File: config.mk
export PLATFORM = sky130hd
export DESIGN_NAME = mux4_rr_arbiter
export DESIGN_NICKNAME = d
export VERILOG_FILES = /design/src/rtl/mux4_rr_arbiter.sv
export SDC_FILE = /design/constraint.sdc
export NUM_CORES = 1
export LEC_CHECK = 0
export BUFFER_PORTS_ARGS = -buffer_cell sky130_fd_sc_hd__buf_2
export CORE_MARGIN = 2
export CORE_UTILIZATION = 49
export DETAILED_ROUTE_END_ITERATION = 12
export PLACE_DENSITY = 0.86
export SLEW_MARGIN = 0
export SYNTH_ARGS = -nofsm -noshare
export SYNTH_HDL_FRONTEND = slang
export SYNTH_SLANG_ARGS = --single-unit
export TNS_END_PERCENT = 10
File: constraint.sdc
create_clock -name clk -period 2.8 [get_ports clk]
set_clock_uncertainty 0.05 [all_clocks]
set_input_delay 0.56 -clock clk [delete_from_list [all_inputs] [get_ports clk]]
set_output_delay 0.56 -clock clk [all_outputs]
set_load 0.05 [all_outputs]
File: src/rtl/mux4_rr_arbiter.sv
// rtl/mux4_rr_arbiter.sv - round-robin arbiter driving a registered 4:1 data mux
// Optional hold-time preemption: define ARB_TIMEOUT_EN.
module mux4_rr_arbiter #(
  parameter int WIDTH    = 3,
  parameter int MAX_HOLD = 8
) (
  input  logic             clk,
  input  logic             rst,
  input  logic [3:0]       req,
  input  logic [WIDTH-1:0] a,
  input  logic [WIDTH-1:0] b,
  input  logic [WIDTH-1:0] c,
  input  logic [WIDTH-1:0] d,
  output logic [3:0]       grant,
  output logic [1:0]       s,
  output logic [WIDTH-1:0] y,
  output logic             y_valid
);

  typedef enum logic {IDLE, BUSY} state_t;

  state_t           state;
  logic [1:0]       last;
  logic [7:0]       req_dbl;
  logic [3:0]       req_rot;
  logic [1:0]       offset;
  logic [1:0]       winner;
  logic             keep;
  logic [WIDTH-1:0] sel_data;

  if (MAX_HOLD < 2) begin : g_bad_max_hold
    $error("MAX_HOLD must be at least 2");
  end

`ifdef ARB_TIMEOUT_EN
  localparam int CW = $clog2(MAX_HOLD);
  logic [CW-1:0] hold_cnt;
  logic          others_pending;
`endif

  // Rotate requests so bit 0 is the requester just after the last winner.
  always_comb begin
    req_dbl = {req, req};
    req_rot = 4'(req_dbl >> ({1'b0, last} + 3'd1));
    offset  = 2'd0;
    if (req_rot[0])      offset = 2'd0;
    else if (req_rot[1]) offset = 2'd1;
    else if (req_rot[2]) offset = 2'd2;
    else if (req_rot[3]) offset = 2'd3;
    winner = last + 2'd1 + offset;
  end

  always_comb begin
`ifdef ARB_TIMEOUT_EN
    others_pending = (req & ~grant) != 4'b0000;
    keep = (state == BUSY) && req[s] &&
           !((hold_cnt == CW'(MAX_HOLD - 1)) && others_pending);
`else
    keep = (state == BUSY) && req[s];
`endif
  end

  always_comb begin
    case (s)
      2'd0:    sel_data = a;
      2'd1:    sel_data = b;
      2'd2:    sel_data = c;
      default: sel_data = d;
    endcase
  end

  always_ff @(posedge clk or posedge rst) begin
    if (rst) begin
      state   <= IDLE;
      last    <= 2'd3;
      grant   <= 4'b0000;
      s       <= 2'd0;
      y       <= '0;
      y_valid <= 1'b0;
`ifdef ARB_TIMEOUT_EN
      hold_cnt <= '0;
`endif
    end else begin
      y_valid <= (state == BUSY);
      if (state == BUSY) y <= sel_data;

      if (keep) begin
`ifdef ARB_TIMEOUT_EN
        if (hold_cnt != CW'(MAX_HOLD - 1)) hold_cnt <= hold_cnt + 1'b1;
`endif
      end else if (req != 4'b0000) begin
        state <= BUSY;
        grant <= 4'b0001 << winner;
        s     <= winner;
        last  <= winner;
`ifdef ARB_TIMEOUT_EN
        hold_cnt <= '0;
`endif
      end else begin
        // s deliberately keeps its value when going idle.
        state <= IDLE;
        grant <= 4'b0000;
      end
    end
  end

endmodule

======== Word level (Yosys, flattened, before mapping) ========
Cells that the tools add are included.
storage, ports and cells
  output and inout bits ................... 10
  bits of input ports ..................... 18
  register bits after elaboration ......... 13
cells by class
  shift-type cells ........................ 2
  reduce and logical (&&, ||, !) cells .... 4
  bitwise logic cells ..................... 1
  multiplexer cells ....................... 9
  eq/ne operators ......................... 2
  $add $sub $neg .......................... 3
  $lt $le $gt $ge ......................... 1
operator list
  cell                                                 number
  case mux 3 bit (3 select lines)                      1
  2-to-1 mux 2 bit                                     4
  >> shifter 8 x 3 -> 4 bit                            1
  2-to-1 mux 4 bit                                     1
  nonzero test 4 bit                                   1
  << shifter 1 x 2 -> 4 bit, first input constant      1
  adder 2 x 1 -> 3 bit, second input constant          1
  < comparator 2 x 3 -> 1 bit, second input constant   1
  adder 2 x 1 -> 2 bit, second input constant          1
  adder 2 bit                                          1
  binary-select mux 1 bit (select 2 bit)               1
  equality test 2 x 1 -> 1 bit, second input constant  1
  equality test 2 bit, second input constant           1
  zero test 2 bit                                      1
  2-to-1 mux 1 bit                                     2
  AND reduction 2 bit                                  1
  logical AND 1 bit                                    1
  NOT 1 bit                                            1

======== Longest topological paths before layout ========
Gate-level depths: netlist of the first run.
  depth after elaboration ................. 9
  depth in mapped cells ................... 11
  gate-level depth less buffers ........... 10

======== Least setup slack after synthesis of the first run ========
No wires, ideal clock.
  kind .................................... input -> register
  from .................................... in req[3]
  to ...................................... reg s[1]
  setup time .............................. 0.125 ns
  path slack .............................. 0.585 ns
  data required time ...................... 2.625 ns
  arrival time ............................ 2.040 ns
  stages .................................. 10
  path through ............................ buf_8 nand2_1 nor2_1 a211oi_1 a31oi_1 a211oi_1 ha_1 xnor2_1 xnor2_1 mux2_4
on the way
  cells in the longest elaborated chain, start to end .. 6
  elaborated cells between the ends (all ways) .. 12
  those cells by class .................... add/sub: 1; shift: 1; mux: 6; bitwise: 1; reduce/logical: 3
RTL lines
  element                    line  source
  start: declaration         9     input logic [3:0] req,
  >> shifter 8 x 3 -> 4 bit  44    req_rot = 4'(req_dbl >> ({1'b0, last} + 3'd1));
  2-to-1 mux 2 bit           49    else if (req_rot[3]) offset = 2'd3;
  2-to-1 mux 2 bit           48    else if (req_rot[2]) offset = 2'd2;
  2-to-1 mux 2 bit           47    else if (req_rot[1]) offset = 2'd1;
  2-to-1 mux 2 bit           46    if (req_rot[0]) offset = 2'd0;
  adder 2 bit                50    winner = last + 2'd1 + offset;
  end signal: assignment     94    s <= winner;
  end: declaration           15    output logic [1:0] s,
Several ways; a longest one is shown, not always the timed one. The select of a mux whose other input is x is not followed.
A chain may end at the register's enable or synchronous reset.

======== Worst setup path after layout of the first run ========
  from .................................... reg last[0]
  to ...................................... reg grant[3]
on the way
  cells in the longest elaborated chain, start to end .. 9
  elaborated cells between the ends (all ways) .. 10
  those cells by class .................... add/sub: 3; shift: 2; mux: 5
RTL lines
  element                        line  source
  start: declaration             23    logic [1:0] last;
  start signal: assignment       95    last <= winner;
  adder 2 x 1 -> 3 bit           44
  >> shifter 8 x 3 -> 4 bit      44
  2-to-1 mux 2 bit               49
  2-to-1 mux 2 bit               48
  2-to-1 mux 2 bit               47
  2-to-1 mux 2 bit               46
  adder 2 bit (*)                50
  << shifter 1 x 2 -> 4 bit (*)  93    grant <= 4'b0001 << winner;
  2-to-1 mux 4 bit (*)           91    end else if (req != 4'b0000) begin
  end signal: assignment         93
  end: declaration               14    output logic [3:0] grant,
Every way passes the cells marked *; elsewhere a longest branch is shown, timed or not.

==> results of run 1 <==
-- synthesized netlist by cell type (all sizes together), types with 2 or more instances --
cell    instances  share of area
inv             4          0.017
buf             7          0.085
ha              2          0.028
dfstp           2          0.058
a32o            2          0.022
nand2           6          0.028
xnor2           3          0.029
nor3            6          0.039
nor4            2          0.031
dfrtp          11           0.31
nor2           11          0.054
a211oi          2          0.017
o21a            2          0.017
mux2            4          0.054
a21oi           2          0.011
mux4            4           0.11
-- power by group through the flow --
stage	combinational [mW]	sequential, mW	clock [mW]
floorplan	0.515	0.522	0
global placement	0.737	0.374	0
global route	0.821	0.390	0.130
detailed placement	0.761	0.379	0
CTS	0.767	0.377	0.115
finish	0.766	0.378	0.112
-- metal layers --
layer | part of all wire | vias to the layer above
met5 | 0 | -
met4 | 0.011 | 0
met3 | 0.050 | 5
met2 | 0.51 | 14
met1 | 0.43 | 312
li1 | - | 334
-- cell families after synthesis --
logic type / Yosys count / synth area share
muxes: 9 / 0.178
DFF: 13 / 0.364
adders and majority gates: 2 / 0.0278
buffers and inverters: 12 / 0.117
and+or+nand+nor: 28 / 0.185
AOI/OAI and AO/OA: 12 / 0.0987
xor gates and xnor gates: 3 / 0.0292
-- cell type report --
type | count | area (sq um) | share of cell area
Timing Repair Buffer | 27 | 135 | 0.135
Inverter | 4 | 15.0 | 0.0150
Multi-Input combinational cell | 54 | 467 | 0.466
Tap cell | 25 | 31.3 | 0.0312
Clock buffer | 4 | 26.3 | 0.0262
Sequential cell | 13 | 328 | 0.327
-- sequential cells by signal (all words and copies together) (netlist names) --
name     cells
grant        4
s            2
last         2
state        1
y_valid      1
y            3
-- final timing paths --
check	startpoint	to	slack (ps)	depth (start not counted)
max	last[0]	grant[3]	350	8
min	rst	y[0]	240	2
max reg2reg	last[0]	grant[3]	350	8
min reg2reg	state	y_valid	450	0
max in group asynchronous	rst	last[0]	2120	2
min in group clk	state	y_valid	450	0
-- metrics by stage --
stage | cell area [sq um] | total power, mW | hold slack (ps) | worst slack (ps) | cells
2_1_floorplan | 900 | 1.04 | 385 | 585 | 79
6_report | 1000 | 1.26 | 237 | 347 | 127
4_1_cts | 1000 | 1.26 | 238 | 343 | 127
3_5_place_dp | 976 | 1.14 | 427 | 258 | 123
5_1_grt | 1000 | 1.34 | 252 | 225 | 127
3_3_place_gp | 976 | 1.11 | 412 | 427 | 123
==> impl_metrics.tcl, run 1 <==
set metrics [dict create \
    antenna_found_initial 0 \
    fp.dieW_microns 46.8 \
    period_share 0.876 \
    wl_per_cell_microns 13.2 \
    n_antenna_cell 0 \
    dp_hpwl_mm 1.29 \
    slew-limit-headroom 0.685 \
    grt.total_usage 0.167 \
    crit_path_end_kind "flop" \
    worst-path-buf-inv 0 \
    clk_root_buffer_cell "clkbuf_4" \
    cts_setup_buffers 0 \
    wirelength_mm 1.68 \
    synth_cells 79 \
    final-setup-viol-count 0 \
    ctsResizeCount 0 \
    ys_seq_area_frac 0.364 \
    vias 665 \
    syn_nets 99 \
    grt_first_pass_wirelength_mm 2.50 \
    row_count 15 \
    grt_max_degree 14 \
    synthFlopType "dfrtp_1" \
    ys_types 34 \
    viasPerCell 5.24 \
    crit_slowest_cell "dfstp_2" \
    syn_area_sq_um 900 \
    top_usage_layer "met2" \
    crit_chain "nor2_1 > a211oi_1 > a31oi_1 > a211oi_1 > ha_1 > xnor2_1 > xnor2_1 > a32o_1" \
    die_area_sq_um 2190 \
    final_common_cell "buf_2" \
    clock_path_buffers 2 \
    drv_slew 0 \
    p_int_mw 0.645 \
    worst_pin_slew_ps 473 \
    switching_share 0.486 \
    hold_viol 0 \
    path_clk_slew_ps 70 \
    path_class "flop to flop" \
    ant_nets 0 \
    ys_async_sr_fraction 1.00 \
    p_leak_nw 0.458 \
    gp_congestion 0.792 \
    cts_made_buffers 3 \
    use_met2 0.271 \
    synth_seq_cells 13 \
    fmax_mhz 408 \
    max-cap-violations 0 \
    critPathArrivalTime_ps 2610 \
    drtIter0Drc 4 \
    p_switching_mw 0.610 \
    yosysWarnings 0 \
    cts_max_level 1 \
    cp_max_fo 10 \
    fin_tns_setup_ps 0 \
    start_util 0.521 \
    combinationalPowerShare 0.610 \
    pin_count 28 \
    dr.pass1.iters 3 \
    fin_util 0.580 \
    irDropWorstVdd_uv 886 \
    fin_crit_ps 2450 \
    postCtsHoldBufs 0 \
    fillers 165 \
    required_ps 2960 \
    gr-total-overflow 0 \
    drcViolationCount 0 \
    fp.dieH_microns 46.8 \
    final_net_count 123 \
    synth.avg_cell_area_sq_um 11.4 \
    holdCritPathClass "input pin to asynchronous set/reset pin" \
    io_buffers 27 \
    outcome "completed" \
    final_cell_mix "buf_2 (27), dfrtp_1 (11), nor2_1 (10)" \
    synthToLayoutAreaGrowth_pct 11.4 \
    cellPowerDensity_nw_per_um2 1250 \
    critPathMaxStageDelay_ps 630 \
    clockPowerShare 0.089 \
    first_global_vias 566 \
    cts.sinks 13 \
    grt_use_met1 0.202 \
    clock_latency_ps 270 \
    cp-start-kind "flop" \
    cts_tree "built" \
    core_sq_um 1730 \
    rsz0062_at_grt "false" \
    sequentialPowerShare 0.301 \
    synth-edff-count 0 \
    drive_gt1_frac 0.422 \
    critPathTopFamily "compound AO/OA/AOI/OAI gates" \
    use_met3 0.0692 \
]
(Power assumes the default switching activity.)
==> inputs of run 2 (changes only) <==
CORE_MARGIN = not set   (was 2)
CORE_UTILIZATION = 45   (was 49)
PLACE_DENSITY = 0.83   (was 0.86)
clock period = 2.2 ns   (was 2.8 ns; I/O delays follow)
==> run 2 against run 1 <==
Net effect: the flow now finishes with violations (setup timing); setup slack lost 430 ps; non-clock buffer count grew 9; first-iteration DRC count grew to 8.8 times the previous value; largest cell class unchanged; power grew 48%; highest routed layer unchanged; wire length grew 35%; final cell count grew 7.1%; fmax grew 7.3%.
==> impl_metrics.tcl, run 2 (synthesis gave the netlist of run 1 again) <==
set metrics [dict create \
    viasPerCell 5.64 \
    crit_chain "nor2_2 > a211oi_2 > a31oi_1 > a211oi_2 > ha_2 > xnor2_2 > xnor2_2 > buf_4 > mux2_4" \
    rsz0062_at_grt "true" \
    start_util 0.499 \
    fmax_mhz 438 \
    cp_max_fo 5 \
    regMostFlops "grant" \
    cts.sinks 13 \
    cts_tree "built" \
    final-setup-viol-count 4 \
    dp.cells 129 \
    required_ps 2340 \
    drcViolationCount 0 \
    crit_path_end_kind "flop" \
    fin_crit_ps 2290 \
    grt.total_usage 0.231 \
    dp_hpwl_mm 1.45 \
    fp.dieH_microns 46.7 \
    grt_max_degree 14 \
    hold_viol 0 \
    cellPowerDensity_nw_per_um2 1650 \
    fillers 153 \
    row_count 15 \
    violations "setup timing" \
    rr_endpoint "s[1]" \
    dr_wl_met2_mm 1.16 \
    first_global_vias 673 \
    clock_path_buffers 2 \
    final_common_cell "buf_2" \
    crit_path_start "last[0]" \
    ant_nets 0 \
    cts_max_level 1 \
    pre_cts_ws_ps -126 \
    die_area_sq_um 2180 \
    crit_slowest_cell "dfstp_2" \
    timing.rr.start "last[0]" \
    wl_per_cell_microns 16.7 \
    cts_made_buffers 3 \
    outcome "finished, violations left" \
    r2r_setup_slack_ps -90 \
    fp.dieW_microns 46.7 \
    gp_congestion 0.821 \
    critPathTopFamily "flip-flops" \
    final_net_count 132 \
    setup_ws_ps -85.6 \
    path_class "flop to flop" \
    clock_latency_ps 290 \
    irDropWorstVdd_uv 972 \
    n_antenna_cell 0 \
    path_clk_slew_ps 90 \
    instances_no_fill 136 \
    cp-start-kind "flop" \
    drtIter0Drc 35 \
    drv_slew 0 \
    clk_root_buffer_cell "clkbuf_4" \
    p_leak_nw 0.522 \
    worst_pin_slew_ps 492 \
    grt_first_pass_wirelength_mm 3.24 \
    gr-total-overflow 0 \
    wirelength_mm 2.27 \
    postCtsHoldBufs 0 \
    holdCritPathClass "input pin to asynchronous set/reset pin" \
    largest_reg_flops 4 \
    pin_count 28 \
    fin_tns_setup_ps -228 \
    critPathArrivalTime_ps 2420 \
    highest_layer "met4" \
    worst-path-buf-inv 1 \
    dr.pass1.iters 4 \
    antenna_found_initial 0 \
    final_cell_mix "buf_2 (27), dfrtp_1 (10), nor2_1 (8), buf_4 (8)" \
    drive_gt1_frac 0.550 \
    cp.depth 9 \
    wl_met1_microns 863 \
    period_share 1.04 \
    reg2regPathDepth 9 \
    reg_top3 "grant x4, y x3" \
    vias 767 \
    synthToLayoutAreaGrowth_pct 24.9 \
    io_buffers 27 \
    slew-limit-headroom 0.672 \
    core_sq_um 1800 \
    met3_length_microns 116 \
    critPathMaxStageDelay_ps 590 \
    max-cap-violations 0 \
]
run 2: cell types whose count changed in the layout (fill, tap and decap cells not counted), moves of 2 or more:
| cell | change |
|---|---|
| nor2_1 | -2 |
| xnor2_1 | -2 |
| a211oi_1 | -2 |
| xnor2_2 | +2 |
| nor2_2 | +2 |
| a211oi_2 | +2 |
| buf_4 | +8 |
run 2: per-layer routing:
metal | GRT usage | vias up
li1 | - | 347
met5 | 0 | -
met1 | 0.278 | 368
met2 | 0.372 | 38
met4 | 0.137 | 0
met3 | 0.0588 | 14
run 2: final cells by class:
cell class	count	area, sq um	area share
well taps	25	31.3	0.0278
flip-flops and latches	13	329	0.293
repair buffers	36	215	0.192
clock buffers	4	26.3	0.0234
inverters	4	15.0	0.0134
multi-input cells	54	507	0.451
run 2: what timing repair did:
action,in CTS,in global routing
setup buffers,0,3
gates resized for setup,3,5
pin swaps,0,9
hold endpoints to repair,0,0
endpoints found under the setup margin,5,6
run 2: power by group:
group	total [mW]	switching, mW	leakage, nW	internal (mW)
Combinational	1.23	0.684	0.359	0.543
Clock	0.162	0.0909	0.0150	0.0707
Sequential	0.470	0.111	0.148	0.359
run 2: stage by stage:
| step | util | cell area, sq um | power (mW) | hold slack, ps |
|---|---|---|---|---|
| floorplan | - | 901 | 1.32 | 265 |
| global placement | 0.574 | 1030 | 1.46 | 413 |
| detailed placement | 0.574 | 1030 | 1.50 | 432 |
| CTS | 0.600 | 1080 | 1.73 | 112 |
| global route | 0.624 | 1120 | 1.96 | 157 |
| finish | 0.624 | 1120 | 1.86 | 99.7 |
run 2: worst max path at each step:
stage	end	slack, ps
after floorplan	s[1]	50
final	s[1]	-90
after CTS	grant[1]	10
after global placement	s[1]	40
after global routing	grant[1]	-140
after detailed placement	grant[1]	-130
